## config.mk

```make
export PLATFORM = sky130hd
export DESIGN_NAME = alu_iterative
export DESIGN_NICKNAME = d
export VERILOG_FILES = /design/src/rtl/alu_iterative.sv
export SDC_FILE = /design/constraint.sdc
export NUM_CORES = 1
export LEC_CHECK = 0
export BUFFER_PORTS_ARGS = -buffer_cell sky130_fd_sc_hd__buf_2
export CAP_MARGIN = 10
export CORE_ASPECT_RATIO = 1.25
export CORE_MARGIN = 2
export CORE_UTILIZATION = 35
export CTS_BUF_LIST = sky130_fd_sc_hd__clkbuf_4
export CTS_CLUSTER_DIAMETER = 200
export CTS_CLUSTER_SIZE = 14
export DETAILED_ROUTE_END_ITERATION = 12
export GPL_ROUTABILITY_DRIVEN = 1
export GPL_TIMING_DRIVEN = 0
export SYNTH_ARGS = -nofsm -noshare
export SYNTH_HDL_FRONTEND = slang
export SYNTH_SLANG_ARGS = --single-unit
```

## constraint.sdc

```tcl
create_clock -name clock -period 3.8 [get_ports clock]
set_input_delay 0 -clock clock [delete_from_list [all_inputs] [get_ports clock]]
set_output_delay 0 -clock clock [all_outputs]
set_load 0.03 [all_outputs]
```

## src/rtl/alu_iterative.sv

```systemverilog
// alu_iterative
//   Registered execute-stage ALU with a start/ready/done handshake. Simple
//   operations complete in one cycle. Multiply uses shift-add and divide uses
//   restoring division. Each of these iterates one bit per cycle for WIDTH
//   cycles.
//
//   Optional feature macro: ALU_ITERATIVE_DIV_EN
//     When it is defined, the DIV state, the divider datapath and opcodes
//     1100 (divu) / 1101 (remu) are built.
//     When it is undefined, those opcodes are answered as illegal fast ops.
//
//   Ports
//     clock    rising-edge clock for all state
//     reset    synchronous, active-high reset
//     start    request, accepted when start && ready at a rising edge
//     control  4-bit opcode, sampled at accept
//     inputA   operand A, sampled at accept
//     inputB   operand B, sampled at accept (low SHAMT_W bits = shift amount)
//     ready    high when a new request can be accepted
//     done     one-cycle pulse; out/illegal valid in that cycle
//     out      result register, held until the next done
//     illegal  set with done when the opcode was unsupported
module alu_iterative #(
    parameter int WIDTH   = 32,
    parameter int SHAMT_W = $clog2(WIDTH)
) (
    input  logic             clock,
    input  logic             reset,
    input  logic             start,
    input  logic [3:0]       control,
    input  logic [WIDTH-1:0] inputA,
    input  logic [WIDTH-1:0] inputB,
    output logic             ready,
    output logic             done,
    output logic [WIDTH-1:0] out,
    output logic             illegal
);

`ifdef ALU_ITERATIVE_DIV_EN
    typedef enum logic [1:0] {IDLE, MUL, DIV} state_t;
`else
    typedef enum logic [1:0] {IDLE, MUL} state_t;
`endif

    state_t               state;
    logic [SHAMT_W-1:0]   count;
    logic                 upper;
    logic [SHAMT_W-1:0]   shamt;
    logic [WIDTH-1:0]     fastres;
    logic                 fastill;
    logic                 ismul;
    logic                 lastiter;
    logic [2*WIDTH-1:0]   acc;
    logic [WIDTH-1:0]     mcand;
    logic [WIDTH:0]       mulsum;
    logic [2*WIDTH-1:0]   accnext;
`ifdef ALU_ITERATIVE_DIV_EN
    logic                 isdiv;
    logic [WIDTH-1:0]     quot;
    logic [WIDTH-1:0]     rem;
    logic [WIDTH-1:0]     divisor;
    logic [WIDTH:0]       shifted;
    logic [WIDTH:0]       trial;
    logic [WIDTH-1:0]     remnext;
    logic [WIDTH-1:0]     quotnext;
`endif

    assign shamt    = inputB[SHAMT_W-1:0];
    assign ismul    = (control[3:1] == 3'b101);
    assign lastiter = (count == SHAMT_W'(WIDTH - 1));
`ifdef ALU_ITERATIVE_DIV_EN
    assign isdiv    = (control[3:1] == 3'b110);
`endif

    // Single-cycle results, computed straight from the request inputs.
    // Anything not listed here falls to the default branch and is flagged
    // illegal. The multi-cycle opcodes also land there, but the FSM routes
    // them to their own states before this result is ever used.
    always_comb begin
        fastres = '0;
        fastill = 1'b0;
        case (control)
            4'b0000: fastres = inputA + inputB;
            4'b0001: fastres = inputA << shamt;
            4'b0010: fastres = {{(WIDTH-1){1'b0}}, ($signed(inputA) < $signed(inputB))};
            4'b0011: fastres = inputA - inputB;
            4'b0100: fastres = $signed(inputA) >>> shamt;
            4'b0101: fastres = inputA >> shamt;
            4'b0110: fastres = inputA | inputB;
            4'b0111: fastres = inputA & inputB;
            4'b1000: fastres = inputA ^ inputB;
            4'b1001: fastres = {{(WIDTH-1){1'b0}}, (inputA < inputB)};
            default: fastill = 1'b1;
        endcase
    end

    // Shift-add multiply step. The low half of the accumulator starts out
    // holding the multiplier and is consumed from bit 0 upward. Each step
    // conditionally adds the multiplicand into the high half, then shifts the
    // whole accumulator right one place, keeping the carry. After WIDTH steps
    // the accumulator holds the full 2*WIDTH-bit product.
    always_comb begin
        mulsum  = {1'b0, acc[2*WIDTH-1:WIDTH]} + (acc[0] ? {1'b0, mcand} : {(WIDTH+1){1'b0}});
        accnext = {mulsum, acc[WIDTH-1:1]};
    end

`ifdef ALU_ITERATIVE_DIV_EN
    // Restoring divide step. The next dividend bit is shifted into the
    // partial remainder, and a trial subtraction of the divisor is made. A
    // clear sign bit means the subtraction fits: keep it and record a 1
    // quotient bit. With a zero divisor every trial fits, so the quotient
    // comes out all ones and the remainder ends up equal to the dividend.
    always_comb begin
        shifted  = {rem, quot[WIDTH-1]};
        trial    = shifted - {1'b0, divisor};
        remnext  = trial[WIDTH] ? shifted[WIDTH-1:0] : trial[WIDTH-1:0];
        quotnext = {quot[WIDTH-2:0], ~trial[WIDTH]};
    end
`endif

    // Control FSM and all output registers. In IDLE a fast op is answered
    // on the next cycle without leaving IDLE. Multiply and divide drop ready
    // and step once per cycle. The last step loads out, pulses done and
    // raises ready together, so a new request can be taken in that same
    // cycle. The 'upper' flag picks mulhu over mul, or remu over divu.
    always_ff @(posedge clock) begin
        if (reset) begin
            state   <= IDLE;
            ready   <= 1'b1;
            done    <= 1'b0;
            out     <= '0;
            illegal <= 1'b0;
            count   <= '0;
            upper   <= 1'b0;
            acc     <= '0;
            mcand   <= '0;
`ifdef ALU_ITERATIVE_DIV_EN
            quot    <= '0;
            rem     <= '0;
            divisor <= '0;
`endif
        end else begin
            done <= 1'b0;
            case (state)
                IDLE: begin
                    ready <= 1'b1;
                    if (start) begin
                        if (ismul) begin
                            state   <= MUL;
                            ready   <= 1'b0;
                            illegal <= 1'b0;
                            count   <= '0;
                            upper   <= control[0];
                            acc     <= {{WIDTH{1'b0}}, inputB};
                            mcand   <= inputA;
`ifdef ALU_ITERATIVE_DIV_EN
                        end else if (isdiv) begin
                            state   <= DIV;
                            ready   <= 1'b0;
                            illegal <= 1'b0;
                            count   <= '0;
                            upper   <= control[0];
                            quot    <= inputA;
                            rem     <= '0;
                            divisor <= inputB;
`endif
                        end else begin
                            out     <= fastres;
                            illegal <= fastill;
                            done    <= 1'b1;
                        end
                    end
                end
                MUL: begin
                    acc   <= accnext;
                    count <= count + SHAMT_W'(1);
                    if (lastiter) begin
                        out   <= upper ? accnext[2*WIDTH-1:WIDTH] : accnext[WIDTH-1:0];
                        done  <= 1'b1;
                        ready <= 1'b1;
                        count <= '0;
                        state <= IDLE;
                    end
                end
`ifdef ALU_ITERATIVE_DIV_EN
                DIV: begin
                    rem   <= remnext;
                    quot  <= quotnext;
                    count <= count + SHAMT_W'(1);
                    if (lastiter) begin
                        out   <= upper ? remnext : quotnext;
                        done  <= 1'b1;
                        ready <= 1'b1;
                        count <= '0;
                        state <= IDLE;
                    end
                end
`endif
                default: begin
                    state <= IDLE;
                    ready <= 1'b1;
                end
            endcase
        end
    end

endmodule
```

==> reports/results.tsv <==
stage	metric	value	unit
logic_synthesis	synthArstFlopShare	0	
place	gp_congestion	1.05	
setup_path	startpoint_type	input port	
setup_path	cp_max_fo	10	
global_routing	grt_pass1_vias	18800	
routing	drc	0	
global_routing	antenna_found_initial	3	
setup_path	crit_type	in2reg	
cells_and_area	fin_cells	2968	
routing	viasPerCell	6.55	
sta	hold_viol_final	0	
cells_and_area	layout.nets	2586	
power_and_ir_drop	ir_drop	185	uV
logic_synthesis	netlist_top_cells_area	dfxtp_1 17%, ha_1 11%, nor2_1 6.8%	
logic_synthesis	synthDistinctLibCells	81	
routing	drt_pass1_iterations	13	
die	die_h	243	um
die	rows	87	
place	dpl_worst_slack	-2.02	ns
place	place_hpwl	73700	um
outcome	outcome	complete, but fails checks	
cells_and_area	multi_input_area	12300	um2
place	placedCellCount	2867	
routing	drt-total-wl	91000	um
place	port_buffers	102	
global_routing	grt_pass1_wl	129000	um
power_and_ir_drop	powerDensity	250	nW/um2
setup_path	r2r_slack	0.12	ns
cells_and_area	final_util	0.407	
flow_run	cap_violations	0	
die	fp.dieW	195	um
cells_and_area	n_fill_cell	4856	
sta	min_period	3.95	ns
sta	slew_headroom	0.171	
clocking	htreeDepth	4	
power_and_ir_drop	leakage	7.29	nW
worst_hold_path	hp-class	in2reg	
logic_synthesis	synth-edff-count	0	
die	core_area	45100	um2
cells_and_area	drive_above_1_share	0.117	
global_routing	grt_use_total	0.371	
cells_and_area	register_area	2770	um2
routing	ant_nets	0	
routing	post_drt_wl_per_cell	30.6	um
die	fp.dieArea	47300	um2
logic_synthesis	yosysWarnings	0	
die	ios	106	
global_routing	grt_max_degree	22	
clocking	numCtsBuffers	17	
cells_and_area	syn2layout_area_growth	14.9	%
sta	slew_violations	0	
routing	via_count	19500	
setup_path	crit_path_end_kind	flop	
die	start_util	0.354	
logic_synthesis	ys_seq_area_frac	0.173	
clocking	cts.clk_slew.worst_paths	0.14	ns
logic_synthesis	syn_area	15900	um2
clocking	clock_latency	0.59	ns
global_routing	gr-total-overflow	0	
logic_synthesis	syn-mean-instance-area	7.29	um2
logic_synthesis	synth_top_area_frac	0.173	
setup_path	critPathArrivalTime	4.42	ns
logic_synthesis	syn_nets	2398	
logic_synthesis	synth_ff_type	dfxtp_1	
sta	min_period_over_period	1.04	
logic_synthesis	postSynthCellCount	2186	
sta	rsz0062_at_grt	false	
sta	clock_skew	0.0260	ns
outcome	violations	negative setup slack	
sta	setup_violations	2	
sta	fmax	0.253	GHz
sta	setup_slack	-0.152	ns
clocking	cts_tree	built	
logic_synthesis	synth-seq-cells	138	
clocking	cts-root-buf	clkbuf_4	
setup_path	required	4.27	ns
sta	worst_pin_slew	1.23	ns
clocking	clkSinkCount	138	
logic_synthesis	synth_top_cell_by_area	dfxtp_1	
routing	drt-initial-drc-count	2221	
clocking	cts.path.max_buffers	2	
==> metal layers <==
layer,up-vias,share of wire,global-route usage
met3,371,0.076,0.0518
met2,1229,0.48,0.641
met5,-,0,0
met4,0,0.081,0.259
met1,9368,0.37,0.421
li1,8484,-,-
==> through the flow <==
| stage | power (W) | hold slack (ns) | cell area, um2 | TNS (ns) |
|---|---|---|---|---|
| final | 0.00458 | 0.0456 | 18300 | -0.190 |
| after detailed placement | 0.00339 | 0.316 | 17200 | -38.31 |
| after global routing | 0.00471 | 0.0578 | 18300 | 0 |
| after CTS | 0.00449 | 0.00116 | 18100 | 0 |
| after global placement | 0.00340 | 0.310 | 17200 | -38.25 |
| after floorplan | 0.00264 | 0.118 | 15900 | 0 |
==> cells by family after synthesis <==
family,after synthesis,share of synthesized area
buf+inv,269,0.0653
fa+ha+maj,141,0.112
flops,138,0.173
simple gates,729,0.203
xor+xnor,36,0.0198
compound gates,762,0.324
mux,111,0.102
==> cells in the mapped netlist, types with 30 or more instances <==
library cell / count
clkbuf_1: 122
ha_1: 138
mux4_2: 39
a21oi_1: 200
a222oi_1: 35
o21ai_0: 149
nand3_1: 32
o211ai_1: 30
and2_1: 44
a221oi_1: 31
nand2_1: 222
inv_1: 96
a211oi_1: 45
nor3_1: 47
a22oi_1: 37
mux2i_1: 50
nor2_1: 287
dfxtp_1: 138
==> path summary, 6_finish.rpt <==
path	startpoint	endpoint	depth (start not counted)
min	inputA[31]	out[0]	5
max reg2reg	acc[0]	out[18]	13
max	inputB[1]	out[10]	13
min reg2reg	mcand[25]	mcand[25]	2
==> repair_timing <==
item / CTS / global route
buffers inserted: 1 / 8
hold buffers: 61 / 0
endpoints found under the hold margin: 62 / 0
setup endpoints to repair: 33 / 19
pin swaps: 2 / 2
resized for setup: 14 / 29
==> report_power, final <==
part           switching [W]  total, W  internal (W)
logic                0.00139   0.00200      0.000609
registers          0.0000339   0.00152       0.00149
clock network       0.000607   0.00106      0.000455
total                0.00203   0.00458       0.00255
==> area by class of cell <==
| cell class | instances | share of cell area |
|---|---|---|
| repair buffers | 173 | 0.0652 |
| clock buffers | 17 | 0.00697 |
| diodes | 3 | 0.000410 |
| plain buffers | 163 | 0.0358 |
| multi-input cells | 1779 | 0.671 |
| flip-flops and latches | 138 | 0.151 |
| clock inverters | 15 | 0.00942 |
| inverters | 102 | 0.0212 |
| well taps | 578 | 0.0395 |
==> cell usage in the layout (no fill, tap or decap), types with 36 or more instances in the layout <==
cell type / netlist / layout
nor3_1: 47 / 46
clkbuf_1: 122 / 118
ha_1: 138 / 137
mux2i_1: 50 / 49
inv_1: 96 / 95
and2_1: 44 / 44
mux4_2: 39 / 39
nor2_1: 287 / 287
o21ai_0: 149 / 146
a211oi_1: 45 / 42
a21oi_1: 200 / 197
a22oi_1: 37 / 36
dfxtp_1: 138 / 137
dlygate4sd3_1: 0 / 61
buf_2: 19 / 121
nand2_1: 222 / 222
==> critical path: stages <==
cell,delay [ns]
buf_2,0.13
buf_2,0.32
buf_2,0.36
buf_1,0.76
buf_1,0.86
o21a_1,0.24
nand2_1,0.05
o211ai_1,0.17
a21oi_1,0.15
a2111oi_0,0.51
o211ai_1,0.29
a221oi_1,0.47
nor3_1,0.10
==> registers in the layout, indices dropped and copies added (netlist names) <==
| signal | count |
|---|---|
| done | 1 |
| ready | 1 |
| state | 1 |
| acc | 64 |
| upper | 1 |
| illegal | 1 |
| mcand | 32 |
| out | 32 |
| count | 5 |
No activity file was read; power rests on OpenSTA's default activity.
